<file path="src/rtl/fetch_queue_unit_if.sv">
// Bundle of the fetch unit's control, instruction-memory and decode-side signals.
// master = fetch unit, slave = surrounding environment (control, imem, decode).
interface fetch_queue_unit_if #(
  parameter int AW = 32,
  parameter int DW = 32
);
  logic          redirect_valid;
  logic [AW-1:0] redirect_pc;
  logic          imem_req;
  logic [AW-1:0] imem_addr;
  logic          imem_rvalid;
  logic [DW-1:0] imem_rdata;
  // inst_* handshake: a word transfers on a rising edge where inst_valid && inst_ready;
  // inst_valid never depends on inst_ready, and an un-accepted head stays stable.
  logic          inst_valid;
  logic          inst_ready;
  logic [DW-1:0] inst_data;
  logic [AW-1:0] inst_pc;
  logic          misalign;

  modport master (
    input  redirect_valid, redirect_pc, imem_rvalid, imem_rdata, inst_ready,
    output imem_req, imem_addr, inst_valid, inst_data, inst_pc, misalign
  );

  modport slave (
    output redirect_valid, redirect_pc, imem_rvalid, imem_rdata, inst_ready,
    input  imem_req, imem_addr, inst_valid, inst_data, inst_pc, misalign
  );
endinterface

</file>
<file path="src/rtl/fetch_queue_unit.sv">
// Instruction-fetch front end: PC, credit-limited in-order imem fetches, DEPTH-entry queue to decode.
// Optional macro FETCH_MISALIGN_TRAP_EN halts fetching after a redirect to a non-word-aligned target.
module fetch_queue_unit #(
  parameter int            AW       = 32,
  parameter int            DW       = 32,
  parameter int            DEPTH    = 4,
  parameter int            STEP     = 4,
  parameter logic [AW-1:0] RESET_PC = '0
) (
  input  logic              clk,
  input  logic              rst_n,
  fetch_queue_unit_if.master bus
);
  localparam int            CW      = $clog2(DEPTH + 1);
  localparam int            PW      = $clog2(DEPTH);
  localparam logic [CW:0]   DEPTH_C = (CW+1)'(DEPTH);
  localparam logic [AW-1:0] STEP_C  = AW'(STEP);

  logic [AW-1:0] pc_q;
  logic [AW-1:0] rsp_pc;
  logic [DW-1:0] data_mem [DEPTH];
  logic [AW-1:0] pc_mem   [DEPTH];
  logic [PW-1:0] rd_ptr;
  logic [PW-1:0] wr_ptr;
  logic [PW-1:0] show_ptr;
  logic [CW-1:0] count;
  logic [CW-1:0] outstanding;
  logic [CW-1:0] drop_cnt;
  logic [CW:0]   credit_sum;
  logic          run_q;
  logic          halt_q;
  logic          issue;
  logic          rsp_ok;
  logic          push;
  logic          drop;
  logic          pop;

  // Every issued fetch reserves a queue slot, so a return can never find the queue full.
  assign credit_sum = {1'b0, outstanding} + {1'b0, count};
  assign issue      = run_q && !halt_q && !bus.redirect_valid && (credit_sum < DEPTH_C);
  assign rsp_ok     = bus.imem_rvalid && (outstanding != '0);
  assign drop       = rsp_ok && (drop_cnt != '0);
  assign push       = rsp_ok && (drop_cnt == '0);
  assign pop        = bus.inst_valid && bus.inst_ready;

  // When empty, point at the most recently consumed slot so the outputs hold their last value.
  assign show_ptr      = (count != '0) ? rd_ptr : rd_ptr - PW'(1);
  assign bus.imem_req   = issue;
  assign bus.imem_addr  = pc_q;
  assign bus.inst_valid = (count != '0);
  assign bus.inst_data  = data_mem[show_ptr];
  assign bus.inst_pc    = pc_mem[show_ptr];

`ifdef FETCH_MISALIGN_TRAP_EN
  assign bus.misalign = halt_q;
`else
  assign halt_q       = 1'b0;
  assign bus.misalign = 1'b0;
`endif

  always_ff @(posedge clk or negedge rst_n) begin
    if (!rst_n) begin
      pc_q        <= RESET_PC;
      rsp_pc      <= RESET_PC;
      rd_ptr      <= '0;
      wr_ptr      <= '0;
      count       <= '0;
      outstanding <= '0;
      drop_cnt    <= '0;
      run_q       <= 1'b0;
`ifdef FETCH_MISALIGN_TRAP_EN
      halt_q      <= 1'b0;
`endif
      for (int i = 0; i < DEPTH; i++) begin
        data_mem[i] <= '0;
        pc_mem[i]   <= RESET_PC;
      end
    end else begin
      run_q <= 1'b1;
      if (bus.redirect_valid) begin
        // Everything still in flight after this edge belongs to the old path.
        pc_q        <= bus.redirect_pc;
        rsp_pc      <= bus.redirect_pc;
        wr_ptr      <= rd_ptr;
        count       <= '0;
        outstanding <= outstanding - CW'(rsp_ok);
        drop_cnt    <= outstanding - CW'(rsp_ok);
`ifdef FETCH_MISALIGN_TRAP_EN
        halt_q      <= (bus.redirect_pc[1:0] != 2'b00);
`endif
      end else begin
        if (issue) pc_q <= pc_q + STEP_C;
        outstanding <= outstanding + CW'(issue) - CW'(rsp_ok);
        if (drop) drop_cnt <= drop_cnt - CW'(1);
        if (push) begin
          data_mem[wr_ptr] <= bus.imem_rdata;
          pc_mem[wr_ptr]   <= rsp_pc;
          wr_ptr           <= wr_ptr + PW'(1);
          rsp_pc           <= rsp_pc + STEP_C;
        end
        if (pop) rd_ptr <= rd_ptr + PW'(1);
        count <= count + CW'(push) - CW'(pop);
      end
    end
  end
endmodule
</file>
<file path="src/flat_wrapper.sv">
// flat-port wrapper written by rule: the top's interface ports become plain ports
module fetch_queue_unit_flat 
#(
  parameter int            AW       = 32,
  parameter int            DW       = 32,
  parameter int            DEPTH    = 4,
  parameter int            STEP     = 4,
  parameter logic [AW-1:0] RESET_PC = '0
)
  (clk, rst_n, bus_redirect_valid, bus_redirect_pc, bus_imem_rvalid, bus_imem_rdata, bus_inst_ready, bus_imem_req, bus_imem_addr, bus_inst_valid, bus_inst_data, bus_inst_pc, bus_misalign);
  fetch_queue_unit_if #(.AW(AW), .DW(DW)) bus_i ();
  input  logic clk;
  input  logic rst_n;
  input wire logic [$bits(bus_i.redirect_valid)-1:0] bus_redirect_valid;
  input wire logic [$bits(bus_i.redirect_pc)-1:0] bus_redirect_pc;
  input wire logic [$bits(bus_i.imem_rvalid)-1:0] bus_imem_rvalid;
  input wire logic [$bits(bus_i.imem_rdata)-1:0] bus_imem_rdata;
  input wire logic [$bits(bus_i.inst_ready)-1:0] bus_inst_ready;
  output wire logic [$bits(bus_i.imem_req)-1:0] bus_imem_req;
  output wire logic [$bits(bus_i.imem_addr)-1:0] bus_imem_addr;
  output wire logic [$bits(bus_i.inst_valid)-1:0] bus_inst_valid;
  output wire logic [$bits(bus_i.inst_data)-1:0] bus_inst_data;
  output wire logic [$bits(bus_i.inst_pc)-1:0] bus_inst_pc;
  output wire logic [$bits(bus_i.misalign)-1:0] bus_misalign;
  assign bus_i.redirect_valid = bus_redirect_valid;
  assign bus_i.redirect_pc = bus_redirect_pc;
  assign bus_i.imem_rvalid = bus_imem_rvalid;
  assign bus_i.imem_rdata = bus_imem_rdata;
  assign bus_i.inst_ready = bus_inst_ready;
  assign bus_imem_req = bus_i.imem_req;
  assign bus_imem_addr = bus_i.imem_addr;
  assign bus_inst_valid = bus_i.inst_valid;
  assign bus_inst_data = bus_i.inst_data;
  assign bus_inst_pc = bus_i.inst_pc;
  assign bus_misalign = bus_i.misalign;
  fetch_queue_unit #(.AW(AW), .DW(DW), .DEPTH(DEPTH), .STEP(STEP), .RESET_PC(RESET_PC)) u_core (.clk(clk), .rst_n(rst_n), .bus(bus_i));
endmodule
</file>
<file path="config.mk">
export PLATFORM = sky130hd
export DESIGN_NAME = fetch_queue_unit_flat
export DESIGN_NICKNAME = d
export VERILOG_FILES = /design/src/rtl/fetch_queue_unit_if.sv /design/src/rtl/fetch_queue_unit.sv /design/src/flat_wrapper.sv
export SDC_FILE = /design/constraint.sdc
export NUM_CORES = 1
export LEC_CHECK = 0
export BUFFER_PORTS_ARGS = -buffer_cell sky130_fd_sc_hd__buf_2
export CAP_MARGIN = 20
export CORE_MARGIN = 8
export CORE_UTILIZATION = 35
export CTS_CLUSTER_DIAMETER = 200
export DETAILED_ROUTE_END_ITERATION = 8
export HOLD_SLACK_MARGIN = 0.08
export PLACE_DENSITY = 0.5
export SYNTH_ARGS = -nofsm -noshare
export SYNTH_HDL_FRONTEND = slang
export SYNTH_SLANG_ARGS = --single-unit
export TNS_END_PERCENT = 5
</file>
<file path="constraint.sdc">
create_clock -name clk -period 7.2 [get_ports clk]
set_input_delay 1.08 -clock clk [delete_from_list [all_inputs] [get_ports clk]]
set_output_delay 1.08 -clock clk [all_outputs]
set_load 0.05 [all_outputs]
</file>
==> results by stage <==
Logic synthesis:
- Counting distinct cell types in the post-synthesis netlist gives 46.
- Sorting the synthesized cells by how often they occur yields sky130_fd_sc_hd__dfrtp_1 (334), sky130_fd_sc_hd__mux2_2 (284), sky130_fd_sc_hd__mux4_2 (64).
- After synthesis, the share of flip-flops with an asynchronous set or reset is between 90% and 100%.
- The yosys synthesis warning count is 0.
- By area the synthesized netlist is led by sky130_fd_sc_hd__dfrtp_1 (54%), sky130_fd_sc_hd__mux2_2 (21%), sky130_fd_sc_hd__mux4_2 (9.3%), sky130_fd_sc_hd__xnor2_1 (1.9%), sky130_fd_sc_hd__xor2_1 (1.6%).
- The total nets after synthesis is 1,169.
- The number of instances in the synthesized netlist is between 1k and 1.5k.
- For this run, the leading register cell type out of synthesis is sky130_fd_sc_hd__dfrtp_1.
- After synthesis the cells add up to 15,420 um^2.
- The most instantiated library cell after synthesis is sky130_fd_sc_hd__dfrtp_1.
- The number of synthesized register bits is about 330.
- The share of synthesized area in the top cell type comes to about 54%.
- The largest area contributor in the netlist is sky130_fd_sc_hd__dfrtp_1.
- The sequential fraction of the synthesis area is 54.21%.
- The number of flops mapped to enable cells by yosys is 0.
- The mean instance size in the synthesized netlist is roughly 14 um^2.

Job:
- Max-cap violations in this run came to 0.

STA:
- The final count of pins violating max slew is 0.
- Measured against its own limit, the worst slew margin works out to ~28%.
- Setup violations remaining at the end of the flow were counted as 0.
- The final hold slack is around 0.5 ns.
- The total count of hold-check failures in the final report came to 0.
- The post-route worst setup slack is ~2.3 ns.
- Across the routed clock network, the largest skew measured is 0.02339 ns.
- Setup repair after global routing left no endpoint under its margin.
- The smallest clock period supported by the final layout is computed as 4.868 ns.
- Derived from the worst setup path, the maximum achievable clock frequency is approximately 200 MHz.
- The setup TNS is 0 ns.
- The measured slew at the worst slew-check pin is about 1.1 ns.
- In the finished design, the share of the clock period the worst path needs comes to between 60% and 70%.

Power and ir drop:
- The design draws between 9 and 10 mW.
- The standby leakage power is roughly 8.3 nW.
- The power per standard cell area is between 400 and 500 nW/um^2.
- The worst-case IR drop observed on VDD is slightly above 0.3 mV.

Route:
- The detailed router finished its first iteration with roughly 430 violations.
- For this run, design rule violations remaining after detail routing come to 0.
- The routed via count is ~9.3k.
- The average wire length per cell after detail routing is 20.68 um.
- Wires add up to 38,290 um.
- The vias per cell is a little over 5.
- The number of nets with antenna violations after routing is 0.
- The first-pass detailed-route iteration total is 4.

Setup path:
- The critical path class is flop to output port.
- The nature of the critical path startpoint is a flop.
- Of all nets on the critical path, the largest fanout is 35.
- The critical path endpoint category is an output port.
- Data on the critical path is required at its endpoint by between 6 and 7 ns.
- On the critical path, the stage with the largest delay is an instance of sky130_fd_sc_hd__buf_4.
- The category of cells accounting for the largest share of critical-path delay is buffers and inverters.
- STA puts the critical path data arrival time at 3.79 ns.
- Traced cell by cell, the critical path runs through or3_1 -> xor2_4 -> buf_4 -> mux4_2 -> buf_2.
- The stage delay of the slowest cell on the critical path is about 0.73 ns.
- The critical path contains buffers and inverters numbering 2 combined.

Placed design:
- The post-placement cell count is around 1.8k.
- Summed over all nets, the half-perimeter wirelength after detailed placement is ~25,000 um.
- In this run the tool buffered the top-level ports with between 150 and 200 buffer cells.
- Routability-driven placement finished with a final weighted congestion of a little under 0.8.
- The worst slack at placement is between 2 and 3 ns.

Die:
- The full die area is between 50,000 and 60,000 um^2.
- The floorplan step defined a core boundary enclosing around 44,000 um^2.
- The I/O pin total is 168.
- In this run the horizontal extent of the chip is 225.9 um.
- The floorplan has 77 rows.
- For this configuration, the core starts out at a cell density of between 30% and 40%.
- The die is between 200 and 250 um tall.

Finish:
- The final cell count without fillers is ~1.9k.
- Compared with the post-synthesis result, the final layout area differs by 17.99%.
- In the final layout, the share of cells above drive strength 1 is 47.62%.
- The net total in the final layout is 1,317.

Clock tree:
- After clock tree synthesis, the flow added hold-fix buffers numbering 0.
- The tree built by TritonCTS fans out to 334 sinks.
- The TritonCTS buffer count is 40.
- Clock latency on the worst-skew pair, taken at its later pin, is 0.55 ns.
- The count of H-tree levels built during CTS is 2.
- The post-cts repair resize count is 0.
- The TritonCTS clock tree is built.
- The post-CTS setup buffer count is 0.
- The cell sitting at the root of the clock tree is a sky130_fd_sc_hd__clkbuf_16.
- The number of buffers between clock root and the deepest sink is 3.
- The clock-pin transition on the worst setup and hold timing paths is 0.06 ns.

Global route:
- The overflow left after global routing is 0.
- The largest net degree at the start of global routing is ~150.
- The number of global-route vias before repair is ~10k.
- The number of antenna violations at the first check in global routing was 6.
- The first global-routing pass estimated a little over 60,000 um of wire.
- The total global routing track utilization is 15.43%.

Min path:
- The path class of the tightest hold or removal check is flop to flop.

Status:
- The run finished with clean final reports.
stage by stage:
step	instance area [um^2]	utilization [%]
final	18190	41.50
after global routing	18190	41.50
after CTS	18160	41.43
after detailed placement	16840	38.41
after global placement	16840	38.41
after floorplan	15420	-
worst paths after layout:
path	start	endpoint	slack [ns]	cells past startpoint
max in group asynchronous	rst_n	u_core.pc_mem[122]	5.33	2
max	u_core.count[1]	bus_inst_pc[31]	2.33	5
min reg2reg	u_core.pc_mem[87]	u_core.pc_mem[87]	0.50	1
min	u_core.pc_mem[87]	u_core.pc_mem[87]	0.50	1
min in group asynchronous	rst_n	u_core.pc_mem[10]	0.53	1
max reg2reg	u_core.drop_cnt[0]	u_core.pc_mem[5]	3.55	8
sequential cells by signal (all words and copies together), names as in the netlist:
signal                flops
u_core.outstanding        3
u_core.count              3
u_core.data_mem         128
u_core.rsp_pc            32
u_core.pc_mem           128
u_core.run_q              1
u_core.wr_ptr             2
u_core.bus.imem_addr     32
u_core.drop_cnt           3
u_core.rd_ptr             2
cell type report:
type	count	area [um^2]
timing repair buffer	177	955.9
clock inverter	10	86.33
antenna	1	2.502
fill	4089	25640
multi-input combinational	651	6713
inverter	26	97.59
sequential	334	8358
tap	592	740.7
clock buffer	60	1239
report_power, final:
| group | internal [mW] | leakage (nW) | switching, mW | total [mW] |
|---|---|---|---|---|
| logic | 1.56 | 3.37 | 2.62 | 4.18 |
| registers | 2.46 | 4.28 | 0.361 | 2.82 |
| clock network | 1.22 | 0.663 | 0.800 | 2.02 |
placed cells by master (no fill, tap or decap), types with 2 or more instances in the layout:
cell type | synthesis | routed
sky130_fd_sc_hd__mux2i_1 | 4 | 4
sky130_fd_sc_hd__xnor2_1 | 34 | 33
sky130_fd_sc_hd__o21ai_0 | 16 | 16
sky130_fd_sc_hd__buf_2 | 21 | 165
sky130_fd_sc_hd__nor3_1 | 17 | 17
sky130_fd_sc_hd__mux2_2 | 284 | 284
sky130_fd_sc_hd__conb_1 | 2 | 2
sky130_fd_sc_hd__nor2_1 | 22 | 22
sky130_fd_sc_hd__and3_1 | 16 | 12
sky130_fd_sc_hd__and4_1 | 3 | 3
sky130_fd_sc_hd__a21boi_0 | 6 | 6
sky130_fd_sc_hd__nand4_1 | 16 | 16
sky130_fd_sc_hd__clkbuf_16 | 0 | 42
sky130_fd_sc_hd__nor4_1 | 13 | 13
sky130_fd_sc_hd__nor2b_1 | 2 | 2
sky130_fd_sc_hd__dfrtp_1 | 334 | 334
sky130_fd_sc_hd__and3_4 | 0 | 4
sky130_fd_sc_hd__nand2b_1 | 7 | 7
sky130_fd_sc_hd__a31oi_1 | 4 | 4
sky130_fd_sc_hd__mux4_2 | 64 | 64
sky130_fd_sc_hd__fa_1 | 2 | 2
sky130_fd_sc_hd__clkbuf_8 | 0 | 12
sky130_fd_sc_hd__clkinv_2 | 0 | 8
sky130_fd_sc_hd__clkbuf_1 | 45 | 6
sky130_fd_sc_hd__and4b_1 | 2 | 2
sky130_fd_sc_hd__inv_1 | 26 | 25
sky130_fd_sc_hd__xor2_1 | 28 | 27
sky130_fd_sc_hd__nand3_1 | 25 | 25
sky130_fd_sc_hd__ha_1 | 16 | 16
sky130_fd_sc_hd__nand2_1 | 30 | 30
sky130_fd_sc_hd__or3_1 | 6 | 6
sky130_fd_sc_hd__a21oi_1 | 16 | 16
sky130_fd_sc_hd__buf_4 | 1 | 9
layer usage:
| layer | vias up | GRT usage, % | wire (um) |
|---|---|---|---|
| li1 | 4236 | - | - |
| met2 | 170 | 24.38 | 17910 |
| met3 | 66 | 4.246 | 2245 |
| met4 | 10 | 5.388 | 1016 |
| met1 | 4835 | 20.24 | 17070 |
| met5 | - | 0 | 51 |
cell families (layout without fill, tap and decap cells):
| kind of cell | count (synthesis) | count (layout) | share of synthesized area [%] |
|---|---|---|---|
| other | 2 | 3 | 0.04871 |
| muxes | 352 | 352 | 30.35 |
| buffers and inverters | 97 | 273 | 2.556 |
| xor gates and xnor gates | 62 | 62 | 3.522 |
| and+or+nand+nor | 169 | 169 | 5.940 |
| AOI/OAI and AO/OA | 48 | 48 | 1.818 |
| adders and majority gates | 18 | 18 | 1.558 |
| DFF | 334 | 334 | 54.21 |
(Power assumes the default switching activity.)
